===== src/rtl/gem_offset_lut_ctrl.sv =====
// GEM-CSC slope-offset lookup tables: 8 banks x 16 entries, dual-CLCT 2-stage lookup, init and VME write sequencing.
// Define GEM_OFFSET_READBACK_EN to add the VME single-entry readback port and READ state.
module gem_offset_lut_ctrl #(
  parameter int unsigned       MXADRB     = 4,
  parameter int unsigned       MXDATB     = 8,
  parameter logic [MXDATB-1:0] INIT_VALUE = '0
) (
  input  logic                clock,
  input  logic                reset_n,
  input  logic                clct0_vld,
  input  logic [MXADRB-1:0]   clct0_bend,
  input  logic                isME1a0,
  input  logic                clct1_vld,
  input  logic [MXADRB-1:0]   clct1_bend,
  input  logic                isME1a1,
  input  logic                even,
  output logic [MXDATB-1:0]   clct0_gemA_offset,
  output logic [MXDATB-1:0]   clct0_gemB_offset,
  output logic [MXDATB-1:0]   clct1_gemA_offset,
  output logic [MXDATB-1:0]   clct1_gemB_offset,
  output logic                clct0_offset_vld,
  output logic                clct1_offset_vld,
  input  logic                wr_req,
  input  logic [MXADRB+2:0]   wr_adr,
  input  logic [MXDATB-1:0]   wr_data,
  output logic                wr_ack,
  input  logic                init_req,
  output logic                lut_ready
`ifdef GEM_OFFSET_READBACK_EN
  ,
  input  logic                rd_req,
  input  logic [MXADRB+2:0]   rd_adr,
  output logic [MXDATB-1:0]   rd_data,
  output logic                rd_ack
`endif
);

  localparam int unsigned ADRW  = MXADRB + 3;
  localparam int unsigned DEPTH = 2 ** ADRW;

`ifdef GEM_OFFSET_READBACK_EN
  typedef enum logic [2:0] {INIT, IDLE, WRITE, WAIT_REL, READ} stateT;
`else
  typedef enum logic [1:0] {INIT, IDLE, WRITE, WAIT_REL} stateT;
`endif

  stateT             state;
  logic [ADRW-1:0]   initCnt;
  logic [ADRW-1:0]   wrAdrQ;
  logic [MXDATB-1:0] wrDataQ;

  logic [MXDATB-1:0] lut [DEPTH];

  logic              memWe;
  logic [ADRW-1:0]   memWa;
  logic [MXDATB-1:0] memWd;
  logic              relBusy_c;

  logic              s1Vld0;
  logic              s1Vld1;
  logic [MXADRB-1:0] s1Bend0;
  logic [MXADRB-1:0] s1Bend1;
  logic              s1Me1a0;
  logic              s1Me1a1;
  logic              s1Even;

  // A completed handshake is released only once every requester has dropped.
`ifdef GEM_OFFSET_READBACK_EN
  assign relBusy_c = wr_req | rd_req;
`else
  assign relBusy_c = wr_req;
`endif

  // Sequencer: table initialisation, write/read handshakes, ready flag.
  always_ff @(posedge clock or negedge reset_n) begin
    if (!reset_n) begin
      state     <= INIT;
      initCnt   <= '0;
      lut_ready <= 1'b0;
      wr_ack    <= 1'b0;
      wrAdrQ    <= '0;
      wrDataQ   <= '0;
`ifdef GEM_OFFSET_READBACK_EN
      rd_ack    <= 1'b0;
      rd_data   <= '0;
`endif
    end else begin
      wr_ack <= 1'b0;
`ifdef GEM_OFFSET_READBACK_EN
      rd_ack <= 1'b0;
`endif
      if (state == INIT) begin
        lut_ready <= 1'b0;
        initCnt   <= init_req ? '0 : initCnt + ADRW'(1);
        if (!init_req && (initCnt == ADRW'(DEPTH - 1))) begin
          state <= IDLE;
        end
      end else if (init_req) begin
        // A write in progress still lands this cycle; its ack is already out.
        state     <= INIT;
        initCnt   <= '0;
        lut_ready <= 1'b0;
      end else begin
        lut_ready <= 1'b1;
        case (state)
          IDLE: begin
            if (wr_req) begin
              wrAdrQ  <= wr_adr;
              wrDataQ <= wr_data;
              wr_ack  <= 1'b1;
              state   <= WRITE;
            end
`ifdef GEM_OFFSET_READBACK_EN
            else if (rd_req) begin
              rd_data <= lut[rd_adr];
              rd_ack  <= 1'b1;
              state   <= READ;
            end
`endif
          end
          WRITE:    state <= WAIT_REL;
`ifdef GEM_OFFSET_READBACK_EN
          READ:     state <= WAIT_REL;
`endif
          WAIT_REL: begin
            if (!relBusy_c) begin
              state <= IDLE;
            end
          end
          default:  state <= INIT;
        endcase
      end
    end
  end

  // Single table write port, shared by the init sweep and VME writes.
  always_comb begin
    memWe = 1'b0;
    memWa = initCnt;
    memWd = INIT_VALUE;
    if (state == INIT) begin
      memWe = 1'b1;
    end else if (state == WRITE) begin
      memWe = 1'b1;
      memWa = wrAdrQ;
      memWd = wrDataQ;
    end
  end

  // Storage has no reset; contents become defined once the init sweep completes.
  always_ff @(posedge clock) begin
    if (memWe) begin
      lut[memWa] <= memWd;
    end
  end

  // Two-stage lookup; a same-cycle write to the read entry returns the old data.
  always_ff @(posedge clock or negedge reset_n) begin
    if (!reset_n) begin
      s1Vld0            <= 1'b0;
      s1Vld1            <= 1'b0;
      s1Bend0           <= '0;
      s1Bend1           <= '0;
      s1Me1a0           <= 1'b0;
      s1Me1a1           <= 1'b0;
      s1Even            <= 1'b0;
      clct0_offset_vld  <= 1'b0;
      clct1_offset_vld  <= 1'b0;
      clct0_gemA_offset <= '0;
      clct0_gemB_offset <= '0;
      clct1_gemA_offset <= '0;
      clct1_gemB_offset <= '0;
    end else begin
      s1Vld0  <= clct0_vld & lut_ready;
      s1Vld1  <= clct1_vld & lut_ready;
      s1Bend0 <= clct0_bend;
      s1Bend1 <= clct1_bend;
      s1Me1a0 <= isME1a0;
      s1Me1a1 <= isME1a1;
      s1Even  <= even;

      clct0_offset_vld  <= s1Vld0;
      clct1_offset_vld  <= s1Vld1;
      clct0_gemA_offset <= s1Vld0 ? lut[{s1Me1a0, s1Even, 1'b0, s1Bend0}] : '0;
      clct0_gemB_offset <= s1Vld0 ? lut[{s1Me1a0, s1Even, 1'b1, s1Bend0}] : '0;
      clct1_gemA_offset <= s1Vld1 ? lut[{s1Me1a1, s1Even, 1'b0, s1Bend1}] : '0;
      clct1_gemB_offset <= s1Vld1 ? lut[{s1Me1a1, s1Even, 1'b1, s1Bend1}] : '0;
    end
  end

endmodule


===== config.mk =====
export PLATFORM = sky130hd
export DESIGN_NAME = gem_offset_lut_ctrl
export DESIGN_NICKNAME = d
export VERILOG_FILES = /design/src/rtl/gem_offset_lut_ctrl.sv
export SDC_FILE = /design/constraint.sdc
export NUM_CORES = 1
export LEC_CHECK = 0
export ABC_AREA = 1
export CELL_PAD_IN_SITES_DETAIL_PLACEMENT = 1
export CELL_PAD_IN_SITES_GLOBAL_PLACEMENT = 1
export CORE_ASPECT_RATIO = 1.75
export CORE_MARGIN = 2
export CORE_UTILIZATION = 45
export CTS_BUF_LIST = sky130_fd_sc_hd__clkbuf_4 sky130_fd_sc_hd__clkbuf_8 sky130_fd_sc_hd__clkbuf_16
export CTS_CLUSTER_DIAMETER = 50
export DETAILED_ROUTE_END_ITERATION = 12
export PLACE_DENSITY = 0.85
export SLEW_MARGIN = 5
export SYNTH_ARGS = -nofsm -noshare
export SYNTH_HDL_FRONTEND = slang
export SYNTH_SLANG_ARGS = --single-unit
export TNS_END_PERCENT = 1

===== constraint.sdc =====
create_clock -name clock -period 5.3 [get_ports clock]
set_input_delay 0.53 -clock clock [delete_from_list [all_inputs] [get_ports clock]]
set_output_delay 0.53 -clock clock [all_outputs]
set_load 0.02 [all_outputs]

======== Word-level counts from Yosys, hierarchy flattened ========
Memory sizes are Yosys's and may differ from the RTL's.
Cells that the tools add are included.
word-level totals
  register bits after elaboration ......... 73
  RAM bits ................................ 1,024
  bits of input ports ..................... 32
  output and inout bits ................... 36
  word-level logic and storage cells ...... 65
  memories ................................ 1
memories
  memory  words  bits a word  read ports  clocked after Yosys merged registers in  wr ports  line  RTL
  lut     128    8            4           0                                        1         52    logic [MXDATB-1:0] lut [DEPTH];
cells by class
  $add $sub $neg .......................... 1
  equality and inequality tests ........... 7
  muxes and demuxes ....................... 27
  bitwise gates (word level) .............. 4
  reduce and logical (&&, ||, !) cells .... 6
operator list
  kind                                                             number
  8-bit two-way mux                                                6
  7-bit two-way mux                                                5
  1-bit two-way mux                                                10
  2-bit two-way mux                                                5
  4-bit inequality test, second input constant                     2
  7-bit by 1-bit adder with 7-bit output, second input constant    1
  7-bit == test, second input constant                             1
  2-bit one-hot mux with 3 select lines                            1
  2-bit == test, second input constant                             2
  4-bit AND reduction                                              1
  3-bit AND reduction                                              1
  1-bit bitwise AND                                                2
  2-bit by 1-bit == test with 1-bit output, second input constant  1
  2-bit zero test                                                  1
  2-bit inequality test, second input constant                     1
  1-bit inverter                                                   2
  2-bit nonzero test                                               1
  1-bit logical AND                                                1
  1-bit zero test                                                  1

======== Longest topological paths before layout ========
  word-level depth ........................ 5
  gate-level depth with buffers ........... 13
  mapped depth without buffers ............ 10

======== Worst setup path before layout ========
No wires, ideal clock.
  path type ............................... reg2reg
  from .................................... register state[0]
  to ...................................... memory lut[0][0] (data pin)
  library setup time ...................... 0.801 ns
  arrival time ............................ 4.000 ns
  required time ........................... 4.499 ns
  path slack .............................. 0.499 ns
  cell stages (with the launch flop) ...... 6
  buffers on the path ..................... 2
  period minus slack after synthesis ...... 4.801 ns
  path through ............................ dfrtp_1 inv_1 ha_1 buf_6 clkbuf_1 nor2_1
between the ends
  cells in the longest elaborated chain, start to end .. 3
  elaborated cells between the ends (all ways) .. 4
  classes of those cells .................. 1 x eq/ne; 2 x mux; 1 x reduce/logical
RTL lines
  item                    line  RTL
  start, declared         47    stateT state;
  start signal, assigned  77    state <= INIT;
  start signal, assigned  96    state <= IDLE;
  start signal, assigned  100   state <= INIT;
  2-bit == test           143   end else if (state == WRITE) begin
  8-bit two-way mux       143
  8-bit two-way mux *     141   if (state == INIT) begin
  named net memWd[0]      56    logic [MXDATB-1:0] memWd;
  end, declared           52
Mark *: on every way through the listed nets, which the timed path passes. The rest lies on a longest branch.

======== Final worst setup path ========
  from .................................... register state[0]
  to ...................................... memory lut[94][6], enable pin
between the ends
  cells in the longest elaborated chain, start to end .. 5
  elaborated cells between the ends (all ways) .. 8
  classes of those cells .................. 1 x eq/ne; 6 x mux; 1 x reduce/logical
RTL lines
  item                                     line  RTL
  2-bit == test                            143
  1-bit two-way mux                        143
  1-bit two-way mux                        141
  1-bit two-way mux                        152   if (memWe) begin
  1-bit two-way mux (implied by the code)  153   lut[memWa] <= memWd;
Parallel ways exist; a longest one is shown, timed or not.

==> impl_metrics.py <==
metrics = {
    "run_status": {
        "outcome": "finished, violations left",
        "violations": "hold timing",
    },
    "floorplanning": {
        "io_pins": 68,
        "dieArea_um2": 124000,
        "rows": 169,
        "die_w_um": 268,
        "die_h_um": 465,
        "start_util_pct": 45.2,
        "fp.coreArea_um2": 121000,
    },
    "power": {
        "p_sw_mw": 4.91,
        "p_seq_share_pct": 49.3,
        "power_mw": 19.1,
        "leakage_nw": 23.3,
        "ir_worst_vdd_v": 0.000249,
        "p_int_mw": 14.1,
        "power_density_nw_per_um2": 318,
        "p_comb_share_pct": 9.4,
        "switching_share_pct": 25.8,
        "p_clk_share_pct": 41.3,
    },
    "logic_synthesis": {
        "synthTopCellsByArea": "edfxtp_1 56%, nand2_1 18%, nand3_1 16%",
        "synth_top_area_cell": "edfxtp_1",
        "syn_area_um2": 54700,
        "synth_edf_count": 1024,
        "synthTopCellsByCount": "2645 x nand2_1, 1734 x nand3_1, 1024 x edfxtp_1",
        "avgSynthCellArea_um2": 8.81,
        "netlist_instances": 6210,
        "ys.flop_type": "edfxtp_1",
        "ys_ff_latch": 1097,
        "yosysTopAreaCellShare_pct": 56.2,
        "yosysWarnings": 0,
        "yosysMostFrequentCell": "nand2_1",
        "synthesis.nets": 6248,
        "synth-seq-area-share_pct": 59.6,
        "synthArstFlopShare_pct": 6.65,
        "synth_cell_type_count": 28,
    },
    "route": {
        "drtIter0Drc": 5998,
        "routed_wl_um": 222000,
        "drtPass1Iterations": 6,
        "viasPerCell": 6.37,
        "drc": 0,
        "dr_total_vias": 49200,
        "ant_nets": 0,
        "wire_per_inst_um": 28.7,
    },
    "worst_setup_path": {
        "criticalPathCategory": "reg2reg",
        "r2r_slack_ns": 1.30,
        "cp_max_fo": 16,
        "worstReg2RegStart": "state[0]",
        "worst_path_max_delay_cell": "nor2_1",
        "cp.arrival_ns": 4.36,
        "cp.required_ns": 5.66,
        "end_kind": "register",
        "crit_path_start_kind": "register",
        "cp.buffers_inverters": 5,
        "critPathMaxStageDelay_ns": 0.64,
        "r2r_cells": 11,
        "crit_chain": "inv_1 -> ha_1 -> buf_4 -> inv_6 -> nand2_8 -> o21ai_2 -> inv_2 -> nor3_2 -> nand2_1 -> buf_4 -> nor2_1",
        "r2r_end": "lut[94][6]",
        "crit_top_cell": "buf_4",
        "crit_family": "simple AND/OR/NAND/NOR gates",
    },
    "min_path": {
        "hold_class": "in2async",
    },
    "finish": {
        "drive_gt1_share_pct": 5.52,
        "syn_to_final_growth_pct": 9.50,
        "nets": 6062,
        "fill_cells": 14000,
    },
    "timing": {
        "rsz0062_at_grt": "no",
        "relSlewSlack_pct": 11.4,
        "final-setup-viol-count": 0,
        "timing.hold.ws_ns": -0.0110,
        "drv_slew": 0,
        "fin_crit_sh_pct": 75.4,
        "skew_ns": 0.0279,
        "fin_setup_tns_ns": 0,
        "min_period_ns": 4.00,
        "clock.fmax_mhz": 250,
        "worst_pin_slew_ns": 1.33,
        "hold_viol": 15,
    },
    "place": {
        "io_buffers": 67,
        "hpwl_um": 133000,
        "gp_congestion": 0.956,
    },
    "clocking": {
        "cts_tree": "built",
        "cts_setup_buffers": 0,
        "clk_pin_slew_ns": 0.07,
        "cts_buffer_depth": 3,
        "insertion_delay_ns": 0.75,
        "holdBufCountCts": 0,
        "clockRootBuffer": "clkbuf_16",
        "htree_levels": 3,
        "post_cts_resized": 0,
        "cts_buffers": 103,
        "cts_sinks": 1097,
    },
    "grt": {
        "grt_max_degree": 163,
        "grt_overflow": 0,
        "track_usage_pct": 35.5,
        "antenna_found_initial": 12,
        "grt_pass1_wl_um": 327000,
        "grt_pass1_vias": 51500,
    },
    "run": {
        "cap_violations": 0,
    },
}
==> worst reg2reg max path, cell delays in order, from the launching register on <==
cell and delay (ns):
dfrtp_1 0.48, inv_1 0.12, ha_1 0.22, buf_4 0.24, inv_6 0.12, nand2_8 0.10, o21ai_2 0.32, inv_2 0.12
nor3_2 0.21, nand2_1 0.57, buf_4 0.48, nor2_1 0.65
==> routing by layer <==
metal  part of all wire, %  vias up  GRT usage [%]
met1                    33    24300           39.8
li1                      -    20700              -
met2                    48     3127           57.8
met4                    10       16           31.0
met5                 0.051        -              0
met3                   8.7     1051           6.53
==> power by group through the flow <==
stage | Combinational, mW | Clock [mW] | Sequential [mW]
after global routing | 1.88 | 8.13 | 9.40
final | 1.79 | 7.86 | 9.40
after global placement | 1.65 | 0 | 9.59
after detailed placement | 1.69 | 0 | 9.59
after floorplan | 1.06 | 0 | 9.55
after CTS | 1.71 | 7.86 | 9.40
==> worst max path at each step <==
stage / from / to / slack, ns / cells past startpoint
2_1_floorplan: state[0] / lut[0][0] / 0.50 / 5
3_3_place_gp: state[0] / lut[106][2] / 1.55 / 11
3_5_place_dp: state[0] / lut[106][2] / 1.40 / 11
4_1_cts: state[0] / lut[106][3] / 1.35 / 11
5_1_grt: state[0] / lut[102][5] / 1.15 / 11
6_report: state[0] / lut[94][6] / 1.30 / 11
==> placed cells by master, fill, tap and decap left out, types with 10 or more instances in the layout <==
cell / instances
clkinv_2: 18
dfrtp_1: 64
buf_12: 25
clkbuf_16: 107
clkdlybuf4s50_1: 66
clkbuf_4: 19
nor2_1: 135
nand3_1: 1734
bufinv_16: 10
nand2_1: 2642
a21oi_1: 37
buf_4: 76
edfxtp_1: 1024
inv_1: 33
==> cell families after synthesis <==
group | after synthesis | synth area share [%]
buf+inv | 505 | 4.37
mux | 1 | 0.0183
fa+ha+maj | 6 | 0.137
flops | 1097 | 59.6
simple gates | 4546 | 35.3
compound gates | 55 | 0.558
==> sequential cells by signal, indices dropped and copies added (netlist names), 2 cells and up <==
| register | count |
|---|---|
| clct1_gemA_offset | 8 |
| initCnt | 7 |
| lut | 1024 |
| clct0_gemA_offset | 8 |
| wrDataQ | 8 |
| clct1_gemB_offset | 8 |
| clct0_gemB_offset | 8 |
| state | 2 |
| s1Bend0 | 4 |
| wrAdrQ | 7 |
| s1Bend1 | 4 |
==> cell type report <==
type | count | area (um2) | area share (%)
tap | 1624 | 2030 | 3.39
timing repair buffer | 167 | 1730 | 2.89
antenna | 2 | 5.00 | 0.00836
clock inverter | 57 | 613 | 1.02
inverter | 47 | 221 | 0.370
multi-input combinational | 4608 | 19800 | 33.0
sequential | 1097 | 32600 | 54.4
clock buffer | 131 | 2890 | 4.82
==> per-stage QoR <==
step | util [%] | std cells | setup WS (ns) | cell area [um2]
floorplan | - | 6210 | 0.499 | 54700
detailed placement | 46.6 | 7543 | 1.40 | 56400
global route | 49.5 | 7732 | 1.15 | 59900
CTS | 49.5 | 7731 | 1.35 | 59900
finish | 49.5 | 7733 | 1.30 | 59900
global placement | 46.6 | 7543 | 1.55 | 56400
No activity file was read; power rests on OpenSTA's default activity.
